$ cat config.mk
export PLATFORM = sky130hd
export DESIGN_NAME = fwd_scoreboard_flat
export DESIGN_NICKNAME = d
export VERILOG_FILES = /design/src/rtl/fwd_scoreboard_if.sv /design/src/rtl/fwd_scoreboard.sv /design/src/flat_wrapper.sv
export SDC_FILE = /design/constraint.sdc
export NUM_CORES = 1
export LEC_CHECK = 0
export CAP_MARGIN = 20
export CORE_ASPECT_RATIO = 0.7
export CORE_MARGIN = 10
export CORE_UTILIZATION = 30
export DETAILED_ROUTE_END_ITERATION = 10
export DONT_BUFFER_PORTS = 1
export SLEW_MARGIN = 20
export SYNTH_ARGS = -nofsm -noshare
export SYNTH_HDL_FRONTEND = slang
export SYNTH_SLANG_ARGS = --single-unit
$ cat constraint.sdc
create_clock -name clk -period 7.2 [get_ports clk]
set_input_delay 0.72 -clock clk [delete_from_list [all_inputs] [get_ports clk]]
set_output_delay 0.72 -clock clk [all_outputs]
set_load 0.005 [all_outputs]
$ cat src/rtl/fwd_scoreboard_if.sv
// -----------------------------------------------------------------------------
// fwd_scoreboard_if
//   Bundles the EX-stage side of the forwarding/interlock unit.
//   master : EX stage / pipeline control (drives the EX instruction fields,
//            flush and counter clear; consumes forwarding selects and stall)
//   slave  : fwd_scoreboard
//
//   ex_valid        EX holds a real instruction
//   ex_rs1/ex_rs2   EX source registers
//   ex_rd, ex_we    EX destination register and its write enable
//   ex_kind         00 ALU, 01 LOAD, 10 MUL, 11 ALU
//   flush           kill the EX instruction
//   cnt_clr         synchronous clear of stall_cnt
//   fwd_a/fwd_b     0 = register file, k = forward from pipeline register Pk
//   stall           hold PC/IF/ID/EX, bubble into P1
//   stall_cnt       saturating stall-cycle counter
// -----------------------------------------------------------------------------
interface fwd_scoreboard_if #(
    parameter int NREG  = 32,
    parameter int DEPTH = 4,
    parameter int CW    = 16
);
    localparam int AW = $clog2(NREG);
    localparam int SW = $clog2(DEPTH + 1);

    logic          ex_valid;
    logic [AW-1:0] ex_rs1;
    logic [AW-1:0] ex_rs2;
    logic [AW-1:0] ex_rd;
    logic          ex_we;
    logic [1:0]    ex_kind;
    logic          flush;
    logic          cnt_clr;
    logic [SW-1:0] fwd_a;
    logic [SW-1:0] fwd_b;
    logic          stall;
    logic [CW-1:0] stall_cnt;

    modport master (
        output ex_valid, ex_rs1, ex_rs2, ex_rd, ex_we, ex_kind, flush, cnt_clr,
        input  fwd_a, fwd_b, stall, stall_cnt
    );

    modport slave (
        input  ex_valid, ex_rs1, ex_rs2, ex_rd, ex_we, ex_kind, flush, cnt_clr,
        output fwd_a, fwd_b, stall, stall_cnt
    );
endinterface

$ cat src/rtl/fwd_scoreboard.sv
// -----------------------------------------------------------------------------
// fwd_scoreboard
//   Forwarding and interlock unit beside the EX stage. Tracks the destination
//   registers of in-flight instructions across DEPTH post-EX pipeline
//   registers (P1 = EX/MEM .. PDEPTH), selects the youngest matching producer
//   as the operand source, and stalls when that producer's result is not yet
//   available. Keeps a saturating stall-cycle counter.
//
//   Ports:
//     clk    rising-edge clock
//     rst_n  asynchronous active-low reset (clears all entries and counter)
//     bus    fwd_scoreboard_if.slave (EX instruction in, fwd selects/stall out)
//
//   The interface instance must be built with the same NREG/DEPTH/CW values.
// -----------------------------------------------------------------------------
module fwd_scoreboard #(
    parameter int NREG    = 32,
    parameter int DEPTH   = 4,
    parameter int MUL_LAT = 4,
    parameter int CW      = 16
) (
    input  logic              clk,
    input  logic              rst_n,
    fwd_scoreboard_if.slave   bus
);
    localparam int AW = $clog2(NREG);
    localparam int SW = $clog2(DEPTH + 1);

    // Pipeline register entries, index i holds position P(i+1).
    logic          r_v     [DEPTH];
    logic [AW-1:0] r_rd    [DEPTH];
    logic          r_we    [DEPTH];
    logic [SW-1:0] r_avail [DEPTH];
    logic [CW-1:0] r_cnt;

    logic [SW-1:0] w_fwd_a;
    logic [SW-1:0] w_fwd_b;
    logic          w_haz_a;
    logic          w_haz_b;
    logic          w_stall;
    logic          w_issue;
    logic [SW-1:0] w_avail_in;

    // Returns {hazard, fwd}. Walks from the oldest position to the youngest
    // so the last hit (smallest p) decides, regardless of older ready entries.
    function automatic logic [SW:0] f_match(input logic [AW-1:0] rs);
        logic [SW:0] res;
        res = '0;
        for (int unsigned k = 0; k < DEPTH; k++) begin
            if (r_v[DEPTH-1-k] && r_we[DEPTH-1-k] &&
                (r_rd[DEPTH-1-k] != '0) && (r_rd[DEPTH-1-k] == rs)) begin
                if (r_avail[DEPTH-1-k] <= SW'(DEPTH - k))
                    res = {1'b0, SW'(DEPTH - k)};
                else
                    res = {1'b1, SW'(0)};
            end
        end
        return res;
    endfunction

    always_comb begin
        {w_haz_a, w_fwd_a} = f_match(bus.ex_rs1);
        {w_haz_b, w_fwd_b} = f_match(bus.ex_rs2);
    end

    assign w_stall = bus.ex_valid && !bus.flush && (w_haz_a || w_haz_b);
    assign w_issue = bus.ex_valid && !w_stall && !bus.flush;

    // Cycle position at which the EX result first becomes forwardable.
    always_comb begin
        unique case (bus.ex_kind)
            2'b01:   w_avail_in = SW'(2);
            2'b10:   w_avail_in = SW'(MUL_LAT);
            default: w_avail_in = SW'(1);
        endcase
    end

    always_ff @(posedge clk or negedge rst_n) begin
        if (!rst_n) begin
            for (int unsigned i = 0; i < DEPTH; i++) begin
                r_v[i]     <= 1'b0;
                r_rd[i]    <= '0;
                r_we[i]    <= 1'b0;
                r_avail[i] <= '0;
            end
            r_cnt <= '0;
        end else begin
            r_v[0]     <= w_issue;
            r_rd[0]    <= bus.ex_rd;
            r_we[0]    <= bus.ex_we;
            r_avail[0] <= w_avail_in;
            for (int unsigned i = 1; i < DEPTH; i++) begin
                r_v[i]     <= r_v[i-1];
                r_rd[i]    <= r_rd[i-1];
                r_we[i]    <= r_we[i-1];
                r_avail[i] <= r_avail[i-1];
            end
            if (bus.cnt_clr)
                r_cnt <= '0;
            else if (w_stall && (r_cnt != '1))
                r_cnt <= r_cnt + 1'b1;
        end
    end

    assign bus.fwd_a     = w_fwd_a;
    assign bus.fwd_b     = w_fwd_b;
    assign bus.stall     = w_stall;
    assign bus.stall_cnt = r_cnt;

endmodule

$ cat src/flat_wrapper.sv
// flat-port wrapper written by rule: the top's interface ports become plain ports
module fwd_scoreboard_flat 
#(
    parameter int NREG    = 32,
    parameter int DEPTH   = 4,
    parameter int MUL_LAT = 4,
    parameter int CW      = 16
)
  (clk, rst_n, bus_ex_valid, bus_ex_rs1, bus_ex_rs2, bus_ex_rd, bus_ex_we, bus_ex_kind, bus_flush, bus_cnt_clr, bus_fwd_a, bus_fwd_b, bus_stall, bus_stall_cnt);
  fwd_scoreboard_if #(.NREG(NREG), .DEPTH(DEPTH), .CW(CW)) bus_i ();
  input  logic clk;
  input  logic rst_n;
  input wire logic [$bits(bus_i.ex_valid)-1:0] bus_ex_valid;
  input wire logic [$bits(bus_i.ex_rs1)-1:0] bus_ex_rs1;
  input wire logic [$bits(bus_i.ex_rs2)-1:0] bus_ex_rs2;
  input wire logic [$bits(bus_i.ex_rd)-1:0] bus_ex_rd;
  input wire logic [$bits(bus_i.ex_we)-1:0] bus_ex_we;
  input wire logic [$bits(bus_i.ex_kind)-1:0] bus_ex_kind;
  input wire logic [$bits(bus_i.flush)-1:0] bus_flush;
  input wire logic [$bits(bus_i.cnt_clr)-1:0] bus_cnt_clr;
  output wire logic [$bits(bus_i.fwd_a)-1:0] bus_fwd_a;
  output wire logic [$bits(bus_i.fwd_b)-1:0] bus_fwd_b;
  output wire logic [$bits(bus_i.stall)-1:0] bus_stall;
  output wire logic [$bits(bus_i.stall_cnt)-1:0] bus_stall_cnt;
  assign bus_i.ex_valid = bus_ex_valid;
  assign bus_i.ex_rs1 = bus_ex_rs1;
  assign bus_i.ex_rs2 = bus_ex_rs2;
  assign bus_i.ex_rd = bus_ex_rd;
  assign bus_i.ex_we = bus_ex_we;
  assign bus_i.ex_kind = bus_ex_kind;
  assign bus_i.flush = bus_flush;
  assign bus_i.cnt_clr = bus_cnt_clr;
  assign bus_fwd_a = bus_i.fwd_a;
  assign bus_fwd_b = bus_i.fwd_b;
  assign bus_stall = bus_i.stall;
  assign bus_stall_cnt = bus_i.stall_cnt;
  fwd_scoreboard #(.NREG(NREG), .DEPTH(DEPTH), .MUL_LAT(MUL_LAT), .CW(CW)) u_core (.clk(clk), .rst_n(rst_n), .bus(bus_i));
endmodule
==> run_results.csv <==
group,metric,value,unit
placement,placed_cell_area,2860,um2
worst_setup_path,cp_slowest_cell,"or4_1",
grt,grtUsageTotal,9.87,%
yosys,syn-num-nets,277,
yosys,synth_xor_area_share,12.8,%
die,die_h,99.9,um
worst_setup_path,slowest_delay,0.55,ns
pwr,pwr_density_cell,212,nW/um2
route,drcViolationCount,0,
yosys,ys_warn_count,0,
worst_setup_path,critPathKind,"flip-flop to output pin",
yosys,synthSimpleGateAreaFrac,20.1,%
die,num_rows,29,
yosys,ys_async_sr_fraction,100,%
die,start_util,30.5,%
grt,antenna_found_initial,1,
clock_network,cts_inserted_buffers,5,
clock_network,cts_tree,"built",
die,core_area,8960,um2
yosys,synth_compound_area_share,10.7,%
cells_and_area,ff_latch_area,1400,um2
timing,hold_viol_final,0,
pwr,finalPower,642,uW
grt,grt_pass1_vias,1912,
clock_network,cts.sinks,56,
yosys,syn_area,2740,um2
yosys,synth.ff_latch_count,56,
route,vias_per_cell,5.05,
yosys,synthAdderAreaFrac,1.37,%
run_status,status,"finished clean",
worst_setup_path,rrSetupSlack,4.16,ns
route,wl_per_cell,17.2,um
timing,fin_skew,0.0116,ns
clock_network,ctsHtreeMaxLevel,2,
timing,drv_slew,0,
clock_network,ctsHoldBuffers,0,
die,io_pins,46,
placement,post-place-ws,3.90,ns
cells_and_area,fillers,917,
pwr,power_leakage,1.17,nW
yosys,ys_types,45,
pwr,vdd_ir_drop_max,0.000101,V
timing,period_needed,3.59,ns
placement,io_buffers,0,
cells_and_area,final_cell_mix,"dfrtp_1 (56), xor2_1 (22), xnor2_1 (18)",
timing,slew_headroom,62.0,%
yosys,yosysTopAreaCellShare,51.2,%
route,wl,6500,um
worst_setup_path,critical_path_arrival,2.87,ns
yosys,synth.area.mux_share,1.60,%
clock_network,clk_transition_reported_paths,0.08,ns
timing,worst_slew_pin_slew,0.565,ns
worst_setup_path,startpoint_type,"flip-flop",
yosys,synth_top_family_by_area,"simple AND/OR/NAND/NOR gates",
timing,max_freq,0.278,GHz
yosys,synth.avg_cell_area,10.9,um2
yosys,ys.flop_type,"dfrtp_1",
placement,dpl.hpwl,4930,um
timing,setup_violations,0,
worst_setup_path,worstPathCellList,"or4_1, o211ai_2, nor4_2, or2_2, o31a_1, o21bai_4, inv_1",
timing,finalSetupTns,0,ns
yosys,synth_edf_count,0,
route,drtIter0Drc,154,
worst_hold_path,hold_path.class,"input pin to async pin",
worst_setup_path,end_kind,"output pin",
route,drt_pass1_iterations,4,
clock_network,clk_latency,0.29,ns
timing,layout_setup_ws,3.61,ns
yosys,ys_seq_area_share,51.2,%
job,cap_violations,0,
die,die-area,13400,um2
route,routed-via-count,1908,
yosys,synth_area_leaders,"dfrtp_1 (51%), xor2_1 (7.0%), xnor2_1 (5.8%), or4_1 (3.3%), a21oi_1 (3.1%)",
grt,grt_max_degree,57,
worst_setup_path,critPathRequiredTime,6.48,ns
clock_network,cts_buffer_depth,2,
timing,fin_crit_sh,49.9,%
clock_network,root_buffer,"clkbuf_16",
yosys,syn_inst,251,
die,die_x,134,um
yosys,yosys.area.top_type,"dfrtp_1",
cells_and_area,design_area,3020,um2
timing,grt_setup_unrepaired,"false",
cells_and_area,syn2layout_area_growth,10.5,%
clock_network,cts.repair.resized,0,
cells_and_area,multiInputGateArea,1270,um2
placement,gp_congestion,0.862,
cells_and_area,final_common_cell,"dfrtp_1",
grt,grt_pass1_wl,10800,um
clock_network,postCtsSetupBuffers,0,
grt,grt.overflow.total,0,
route,drtAntennaViolNets,0,
cells_and_area,final_nets,278,
worst_setup_path,critPathMaxFanout,27,
cells_and_area,layout-drive-gt1-share,7.11,%
-- through the flow --
stage	hold slack, ns	utilization, %	cells
final	0.124	33.7	378
after global routing	0.112	33.7	378
after CTS	0.118	33.7	377
after detailed placement	0.346	31.9	369
after global placement	0.337	31.9	369
after floorplan	0.331	-	251
-- synthesized netlist by cell type (all sizes together), types with 5 or more instances --
| library cell | instances |
|---|---|
| o31ai | 7 |
| nor2 | 15 |
| nand3 | 13 |
| o21ai | 7 |
| nor4 | 5 |
| xor2 | 22 |
| nand2 | 13 |
| xnor2 | 18 |
| a21oi | 17 |
| nor3 | 10 |
| or4 | 13 |
| dfrtp | 56 |
| inv | 5 |
-- final timing paths --
check / cells past startpoint / start / endpoint
min reg2reg: 0 / u_core.r_avail[3] / u_core.r_avail[0]
max: 7 / u_core.r_rd[15] / bus_stall
min in group clk: 0 / u_core.r_avail[3] / u_core.r_avail[0]
max in group asynchronous: 0 / rst_n / u_core.r_avail[11]
max reg2reg: 8 / u_core.r_rd[15] / u_core.bus.stall_cnt[15]
min: 0 / rst_n / u_core.bus.stall_cnt[1]
-- power breakdown --
group	leakage (nW)	internal, mW	switching, mW	total, mW
logic	0.388	0.0170	0.0150	0.0320
registers	0.705	0.327	0.0118	0.339
clock network	0.0808	0.164	0.107	0.271
-- sequential cells by signal, indices dropped and copies added (netlist names) --
signal / flops
u_core.r_v: 4
u_core.r_we: 4
u_core.bus.stall_cnt: 16
u_core.r_rd: 20
u_core.r_avail: 12
-- routing by layer --
| metal | share of wire [%] | vias up | wire length [um] | track usage (%) |
|---|---|---|---|---|
| li1 | - | 915 | - | - |
| met1 | 49 | 947 | 3180 | 13.9 |
| met2 | 45 | 44 | 2900 | 14.6 |
| met3 | 6.1 | 2 | 398 | 3.24 |
| met4 | 0.37 | 0 | 24 | 1.50 |
| met5 | 0 | - | 0 | 0 |
-- critical path, delay by kind of cell (launching register included) --
family | cells | cell delay (ns)
compound gates | 3 | 1.02
buf+inv | 1 | 0.15
flops | 1 | 0.43
simple gates | 3 | 0.97
-- cell type report --
type / count / area share [%]
inverter: 5 / 0.621
timing repair buffer: 1 / 0.248
multi-input combinational: 183 / 42.1
sequential: 56 / 46.4
clock buffer: 6 / 4.26
antenna: 1 / 0.0828
tap: 124 / 5.13
clock inverter: 2 / 1.16
-- cells by family (layout without fill, tap and decap cells) --
| group | after synthesis | count (layout) |
|---|---|---|
| xor gates and xnor gates | 40 | 40 |
| muxes | 4 | 4 |
| other | 0 | 1 |
| adders and majority gates | 3 | 3 |
| buffers and inverters | 12 | 14 |
| DFF | 56 | 56 |
| and+or+nand+nor | 94 | 94 |
| AOI/OAI and AO/OA | 42 | 42 |
Power figures use the tool's default switching activity.
